**config.mk**
```make
export PLATFORM = sky130hd
export DESIGN_NAME = unique_stream_out_flat
export DESIGN_NICKNAME = d
export VERILOG_FILES = /design/src/rtl/unique_pkg.sv /design/src/rtl/unique_stream_out_if.sv /design/src/rtl/unique_stream_out.sv /design/src/flat_wrapper.sv
export SDC_FILE = /design/constraint.sdc
export NUM_CORES = 1
export LEC_CHECK = 0
export CAP_MARGIN = 20
export CORE_ASPECT_RATIO = 2
export CORE_UTILIZATION = 54
export DETAILED_ROUTE_END_ITERATION = 10
export PLACE_DENSITY = 0.82
export SETUP_SLACK_MARGIN = 0.3
export SYNTH_ARGS = -nofsm -noshare
export SYNTH_HDL_FRONTEND = slang
export SYNTH_SLANG_ARGS = --single-unit
```
**constraint.sdc**
```tcl
create_clock -name clk -period 6.95 [get_ports clk]
set_clock_uncertainty 0.05 [all_clocks]
set_input_delay 1.39 -clock clk [delete_from_list [all_inputs] [get_ports clk]]
set_output_delay 1.39 -clock clk [all_outputs]
set_load 0.005 [all_outputs]
```
**src/rtl/unique_pkg.sv**
```systemverilog
// Shared definitions for the duplicate-remover pipeline: element sizing,
// FSM encoding and the compacted-frame payload.
package unique_pkg;

  localparam int unsigned DATA_W = 8;
  localparam int unsigned N      = 9;
  localparam int unsigned CNT_W  = 4;

  typedef enum logic {
    IDLE   = 1'b0,
    STREAM = 1'b1
  } state_e;

  typedef struct packed {
    logic [N-1:0][DATA_W-1:0] slots;
    logic [CNT_W-1:0]         len;
  } frame_t;

  // Counts above the slot capacity are silently limited to N.
  function automatic logic [CNT_W-1:0] clamp_count(input logic [CNT_W-1:0] count);
    return (count > CNT_W'(N)) ? CNT_W'(N) : count;
  endfunction

endpackage

```
**src/rtl/unique_stream_out_if.sv**
```systemverilog
// Frame-load and byte-stream channels of the unique_stream_out stage.
interface unique_stream_out_if;
  import unique_pkg::*;

  logic                in_valid;
  logic                in_ready;
  logic [N*DATA_W-1:0] in_vec;
  logic [CNT_W-1:0]    in_count;
  logic                out_valid;
  logic                out_ready;
  logic [DATA_W-1:0]   out_data;
  logic                out_last;

  modport master (
    output in_valid, in_vec, in_count, out_ready,
    input  in_ready, out_valid, out_data, out_last
  );

  modport slave (
    input  in_valid, in_vec, in_count, out_ready,
    output in_ready, out_valid, out_data, out_last
  );

endinterface

```
**src/rtl/unique_stream_out.sv**
```systemverilog
// Captures one compacted frame and replays its first len slots as a
// valid/ready byte stream with a last marker and a frame_done pulse.
module unique_stream_out
  import unique_pkg::*;
(
  input  logic                clk,
  input  logic                rst,
  unique_stream_out_if.slave  bus,
  output logic                frame_done,
  output logic                busy
);

  state_e           state_q, state_d;
  frame_t           frame_q, frame_d;
  logic [CNT_W-1:0] idx_q, idx_d;
  logic             frame_done_d;
  logic             stream_d;
  logic [DATA_W-1:0] out_data_d;
  logic             out_last_d;

  // Next state, local frame copy and slot index.
  always_comb begin
    state_d      = state_q;
    frame_d      = frame_q;
    idx_d        = idx_q;
    frame_done_d = 1'b0;

    case (state_q)
      IDLE: begin
        if (bus.in_valid) begin
          frame_d.slots = bus.in_vec;
          frame_d.len   = clamp_count(bus.in_count);
          idx_d         = '0;
          if (frame_d.len == '0) begin
            frame_done_d = 1'b1;
          end else begin
            state_d = STREAM;
          end
        end
      end
      STREAM: begin
        if (bus.out_ready) begin
          if (idx_q == frame_q.len - CNT_W'(1)) begin
            state_d      = IDLE;
            idx_d        = '0;
            frame_done_d = 1'b1;
          end else begin
            idx_d = idx_q + CNT_W'(1);
          end
        end
      end
      default: begin
        state_d = IDLE;
        idx_d   = '0;
      end
    endcase
  end

  // Output values are computed from next-state so every port is a flop.
  always_comb begin
    stream_d   = (state_d == STREAM);
    out_data_d = '0;
    out_last_d = 1'b0;
    if (stream_d) begin
      out_data_d = frame_d.slots[idx_d];
      out_last_d = (idx_d == frame_d.len - CNT_W'(1));
    end
  end

  always_ff @(posedge clk) begin
    if (rst) begin
      state_q       <= IDLE;
      frame_q       <= '0;
      idx_q         <= '0;
      bus.in_ready  <= 1'b1;
      bus.out_valid <= 1'b0;
      bus.out_data  <= '0;
      bus.out_last  <= 1'b0;
      frame_done    <= 1'b0;
      busy          <= 1'b0;
    end else begin
      state_q       <= state_d;
      frame_q       <= frame_d;
      idx_q         <= idx_d;
      bus.in_ready  <= ~stream_d;
      bus.out_valid <= stream_d;
      bus.out_data  <= out_data_d;
      bus.out_last  <= out_last_d;
      frame_done    <= frame_done_d;
      busy          <= stream_d;
    end
  end

endmodule
```
**src/flat_wrapper.sv**
```systemverilog
// flat-port wrapper written by rule: the top's interface ports become plain ports
module unique_stream_out_flat import unique_pkg::*;
  (clk, rst, frame_done, busy, bus_in_valid, bus_in_vec, bus_in_count, bus_out_ready, bus_in_ready, bus_out_valid, bus_out_data, bus_out_last);
  unique_stream_out_if bus_i ();
  input  logic clk;
  input  logic rst;
  output logic frame_done;
  output logic busy;
  input wire logic [$bits(bus_i.in_valid)-1:0] bus_in_valid;
  input wire logic [$bits(bus_i.in_vec)-1:0] bus_in_vec;
  input wire logic [$bits(bus_i.in_count)-1:0] bus_in_count;
  input wire logic [$bits(bus_i.out_ready)-1:0] bus_out_ready;
  output wire logic [$bits(bus_i.in_ready)-1:0] bus_in_ready;
  output wire logic [$bits(bus_i.out_valid)-1:0] bus_out_valid;
  output wire logic [$bits(bus_i.out_data)-1:0] bus_out_data;
  output wire logic [$bits(bus_i.out_last)-1:0] bus_out_last;
  assign bus_i.in_valid = bus_in_valid;
  assign bus_i.in_vec = bus_in_vec;
  assign bus_i.in_count = bus_in_count;
  assign bus_i.out_ready = bus_out_ready;
  assign bus_in_ready = bus_i.in_ready;
  assign bus_out_valid = bus_i.out_valid;
  assign bus_out_data = bus_i.out_data;
  assign bus_out_last = bus_i.out_last;
  unique_stream_out u_core (.clk(clk), .rst(rst), .bus(bus_i), .frame_done(frame_done), .busy(busy));
endmodule
```
# Yosys cells after proc, flatten, opt, wreduce, memory -nomap -nowiden
# Cells that the tools add are included.
# op_classes
n_addsub	3
order_cmp	2
n_eq_ne	2
mux	19
bitwise_logic	2
n_reduce_logical	2
# op_table
cell	count
76-bit 2-to-1 mux	2
8-bit binary-select mux with 4-bit select	1
4-bit 2-to-1 mux	4
4-bit equality test	2
1-bit 2-to-1 mux	8
8-bit 2-to-1 mux	1
4-bit case mux with 2 select lines	1
4-bit by 1-bit subtractor with 4-bit output, second input constant	2
4-bit by 5-bit < comparator with 1-bit output, second input constant	1
4-bit by 1-bit adder with 4-bit output, second input constant	1
4-bit > comparator, second input constant	1
4-bit logical NOT	1
1-bit case mux with 2 select lines	2
1-bit NOT	2
2-bit OR reduction	1
# totals
ff_bits	92
inputBits	80

# Logic depth before layout (Yosys ltp)
# logic_depth
word_depth	8
ltp_mapped	12
depth_no_buf	10

# Least setup slack after synthesis
# No wires, ideal clock.
# synth_path
path_type	input to register
start	input port bus_in_valid
end	register u_core.bus.out_last
arrival_ns	3.061
path_slack_ns	3.761
path_stages	11
path_buffers	3
path_cell_list	nand2b_1 buf_2 buf_1 buf_1 nor3b_1 a21oi_1 ha_1 xor2_1 xnor2_1 nand3_1 nor3_1
# synth_between
elab_chain_len	4
# synth_lines
item	line_no	rtl
from (decl)	flat_wrapper.sv:9	input wire logic [$bits(bus_i.in_valid)-1:0] bus_in_valid;
76-bit 2-to-1 mux or 1-bit 2-to-1 mux (tied branches)	unique_stream_out.sv:30	if (bus.in_valid) begin
76-bit 2-to-1 mux or 1-bit case mux with 2 select lines (tied branches)	unique_stream_out.sv:28	case (state_q)
4-bit by 1-bit subtractor with 4-bit output or 1-bit NOT (tied branches)	--	
4-bit equality test or 2-bit OR reduction (tied branches)	--	
to (signal assigned)	unique_stream_out.sv:88	bus.out_last <= out_last_d;
to (decl)	unique_stream_out_if.sv:21	output in_ready, out_valid, out_data, out_last
# Several ways; a longest one is shown, not always the timed one.
# A chain may end at the register's enable or synchronous reset.

# Worst setup path after layout
# layout_path
start	input port bus_out_ready
end	register u_core.bus.out_data[5]
# layout_between
elab_chain_len	4
# layout_lines
item	line_no	rtl
from (decl)	flat_wrapper.sv:12	input wire logic [$bits(bus_i.out_ready)-1:0] bus_out_ready;
4-bit 2-to-1 mux or 1-bit 2-to-1 mux (tied branches)	unique_stream_out.sv:42	if (bus.out_ready) begin
4-bit case mux with 2 select lines or 1-bit case mux with 2 select lines (tied branches)	unique_stream_out.sv:28	
8-bit binary-select mux with 4-bit select or 1-bit NOT (tied branches)	--	
8-bit 2-to-1 mux (implied by the code) or 2-bit OR reduction (tied branches)	--	
to (signal assigned)	unique_stream_out.sv:87	bus.out_data <= out_data_d;
to (decl)	unique_stream_out_if.sv:21	
# Several ways; a longest one is shown, not always the timed one. The select of a mux whose other input is x is not followed.

==> impl_metrics.json <==
{
  "die_h_um": 127,
  "synth_fa_ha_area_share_pct": 0.887,
  "cts.sinks": 92,
  "synth_area_leader_cell": "dfxtp_1",
  "drc": 0,
  "yosys.area.top_type_share_pct": 43.5,
  "post_cts_buffers": 0,
  "async_flop_share_pct": 0,
  "syn_nets": 588,
  "cts_resized": 0,
  "synthCells": 505,
  "core-area_um2": 7600,
  "synth_compound_area_share_pct": 18.1,
  "drtIter0Drc": 200,
  "worstPathMaxFanout": 28,
  "layout-drive-gt1-share_pct": 7.23,
  "p_int_mw": 0.945,
  "track_usage_pct": 29.8,
  "ys_types": 51,
  "r2r_setup_slack_ns": 3.60,
  "tns_ns": 0,
  "num_vias": 3866,
  "tightest_slew_ns": 1.12,
  "ctsLongestPathBuffers": 2,
  "drtAntennaViolNets": 0,
  "crit_arrival_ns": 4.44,
  "clkPwrFrac_pct": 37.2,
  "power.leakage_nw": 1.95,
  "routed_wl_mm": 11.4,
  "die_area_um2": 8220,
  "synth_flop_cell": "dfxtp_1",
  "p_switching_mw": 0.321,
  "start_util_pct": 55.7,
  "period_share_pct": 61.3,
  "cts_root_buf": "clkbuf_16",
  "cp-end-kind": "flop",
  "gp_congestion": 0.868,
  "total_power_mw": 1.27,
  "hold_class": "reg2reg",
  "p_sw_share_pct": 25.4,
  "worstSetupStartpointType": "input port",
  "vdd_ir_drop_max_mv": 0.201,
  "final_hold_viol_count": 0,
  "netlist_area_um2": 4230,
  "grt_pass1_wl_mm": 18.3,
  "io_buffer_count": 92,
  "first_global_vias": 3955,
  "cts_tree": "yes",
  "mostFrequentLayoutCells": "136 x nand2_1, 92 x dfxtp_1, 91 x clkdlybuf4s50_1",
  "cp.required_ns": 7.13,
  "grt-ovfl-total": 0,
  "antenna_found_initial": 0,
  "outcome": "complete, no violations",
  "crit_type": "in2reg",
  "synthMuxAreaShare_pct": 9.73,
  "synth_xor_area_share_pct": 3.34,
  "rsz0062_at_grt": "no",
  "first_pass_iters": 5,
  "setup_viol": 0,
  "synthTopCellsByArea": "dfxtp_1 44%, nand2_1 12%, a21oi_1 9.7%, mux2i_1 7.3%, mux2_2 2.4%",
  "synth_edf_count": 0,
  "fmax_mhz": 235,
  "maxSlewViolCount": 0,
  "pwr-share-comb_pct": 16.7,
  "h-tree-depth": 3,
  "fp.dieW_um": 64.6,
  "p_per_area_nw_per_um2": 233,
  "drv_cap": 0,
  "pwr-share-seq_pct": 46.1,
  "synth-seq-area-share_pct": 43.5,
  "grt_max_degree": 83,
  "slew_headroom_pct": 25.6,
  "std_cell_rows": 45,
  "synth-simple-area-share_pct": 20.0,
  "avgSynthCellArea_um2": 8.38,
  "yosysWarnings": 0,
  "cts.reportedPaths.clkPinSlew_ns": 0.06,
  "pin_count": 93,
  "nNetsFinal": 660,
  "clk_latency_ns": 0.34,
  "place_hpwl_mm": 8.13,
  "wl_per_cell_um": 16.9,
  "diodes": 0,
  "areaGrowthSynthToFinish_pct": 28.1,
  "viasPerCell": 5.73,
  "final_common_cell": "nand2_1",
  "cts_made_buffers": 9,
  "ctsHoldBuffers": 0,
  "ys_ff_latch": 92,
  "synth_top_family_by_area": "simple AND/OR/NAND/NOR gates",
  "fin_crit_ns": 4.26
}
==> state kept, by name, summed over array words and instances, names as in the netlist <==
register,flops
u_core.frame_done,1
u_core.state_q,1
u_core.bus.in_ready,1
u_core.frame_q,76
u_core.idx_q,4
u_core.bus.out_data,8
u_core.bus.out_last,1
==> layout make-up <==
cell class	instances	area, um^2
Tap cell	94	118
Multi-Input combinational cell	373	2210
Timing Repair Buffer	96	946
Sequential cell	92	1840
Fill cell	629	2180
Clock buffer	14	284
Inverter	5	18.8
Clock inverter	1	5.00
==> final timing paths <==
check                                   startpoint                     end  cells after the start
worst min-delay path            u_core.frame_q[64]      u_core.frame_q[64]                      2
worst max register to register   u_core.frame_q[0]  u_core.bus.out_data[5]                     10
worst min register to register  u_core.frame_q[64]      u_core.frame_q[64]                      2
worst max-delay path                 bus_out_ready  u_core.bus.out_data[5]                      9
==> worst max-delay path, cell delays in order <==
cell,delay [ns]
clkdlybuf4s50_1,0.56
xor2_1,0.27
a21oi_1,0.15
a31oi_4,0.90
buf_4,0.42
mux2i_1,0.14
o22ai_1,0.18
nor3_1,0.09
a2111oi_1,0.33
==> power by group through the flow <==
stage,clock (mW),combinational (mW),sequential (mW)
2_1_floorplan,0,0.131,0.585
3_3_place_gp,0,0.204,0.593
3_5_place_dp,0,0.209,0.595
4_1_cts,0.473,0.211,0.583
5_1_grt,0.496,0.230,0.587
6_report,0.471,0.211,0.584
==> synth_stat cells (2+ instances only) <==
master     instances
nand3_1            4
inv_1              4
clkbuf_1          20
xnor3_1            2
or3_1              2
xor2_1             5
nor2_1            22
ha_1               3
buf_1              7
nand2_1          136
o2bb2ai_1          7
xnor2_1            6
nor2b_1            2
mux2_2             9
buf_6              4
a21o_1             2
o22ai_1            7
o21a_1             2
a21oi_1           82
a2111oi_1          5
o21ai_0            2
a211oi_1           9
dfxtp_1           92
nor3b_1            2
nor3_1            10
buf_4              2
buf_2              2
mux2i_1           31
nor4_1             2
==> metal layers <==
layer  part of all wire [%]  routed length, um  track usage [%]  up-vias
met3                    3.7                422             6.07       48
met2                     54               6120             52.3      126
li1                       -                  -                -     1889
met5                      0                  0                0        -
met4                    7.3                834             24.3        0
met1                     35               4040             29.3     1803
==> metrics by stage <==
step / hold slack, ns / utilization [%] / worst slack [ns] / instance area [um^2] / std cells
2_1_floorplan: 0.382 / - / 3.76 / 4230 / 505
3_3_place_gp: 0.391 / 67.5 / 2.51 / 5130 / 660
3_5_place_dp: 0.398 / 67.5 / 2.36 / 5130 / 660
4_1_cts: 0.406 / 71.3 / 2.73 / 5420 / 675
5_1_grt: 0.425 / 71.3 / 2.52 / 5420 / 675
6_report: 0.406 / 71.3 / 2.69 / 5420 / 675
==> cells by family (layout without fill, tap and decap cells) <==
family / Yosys count / after routing
muxes: 40 / 40
DFF: 92 / 92
xor gates and xnor gates: 13 / 13
adders and majority gates: 3 / 3
and+or+nand+nor: 192 / 192
AOI/OAI and AO/OA: 125 / 125
buffers and inverters: 40 / 116
Power figures use the tool's default switching activity.
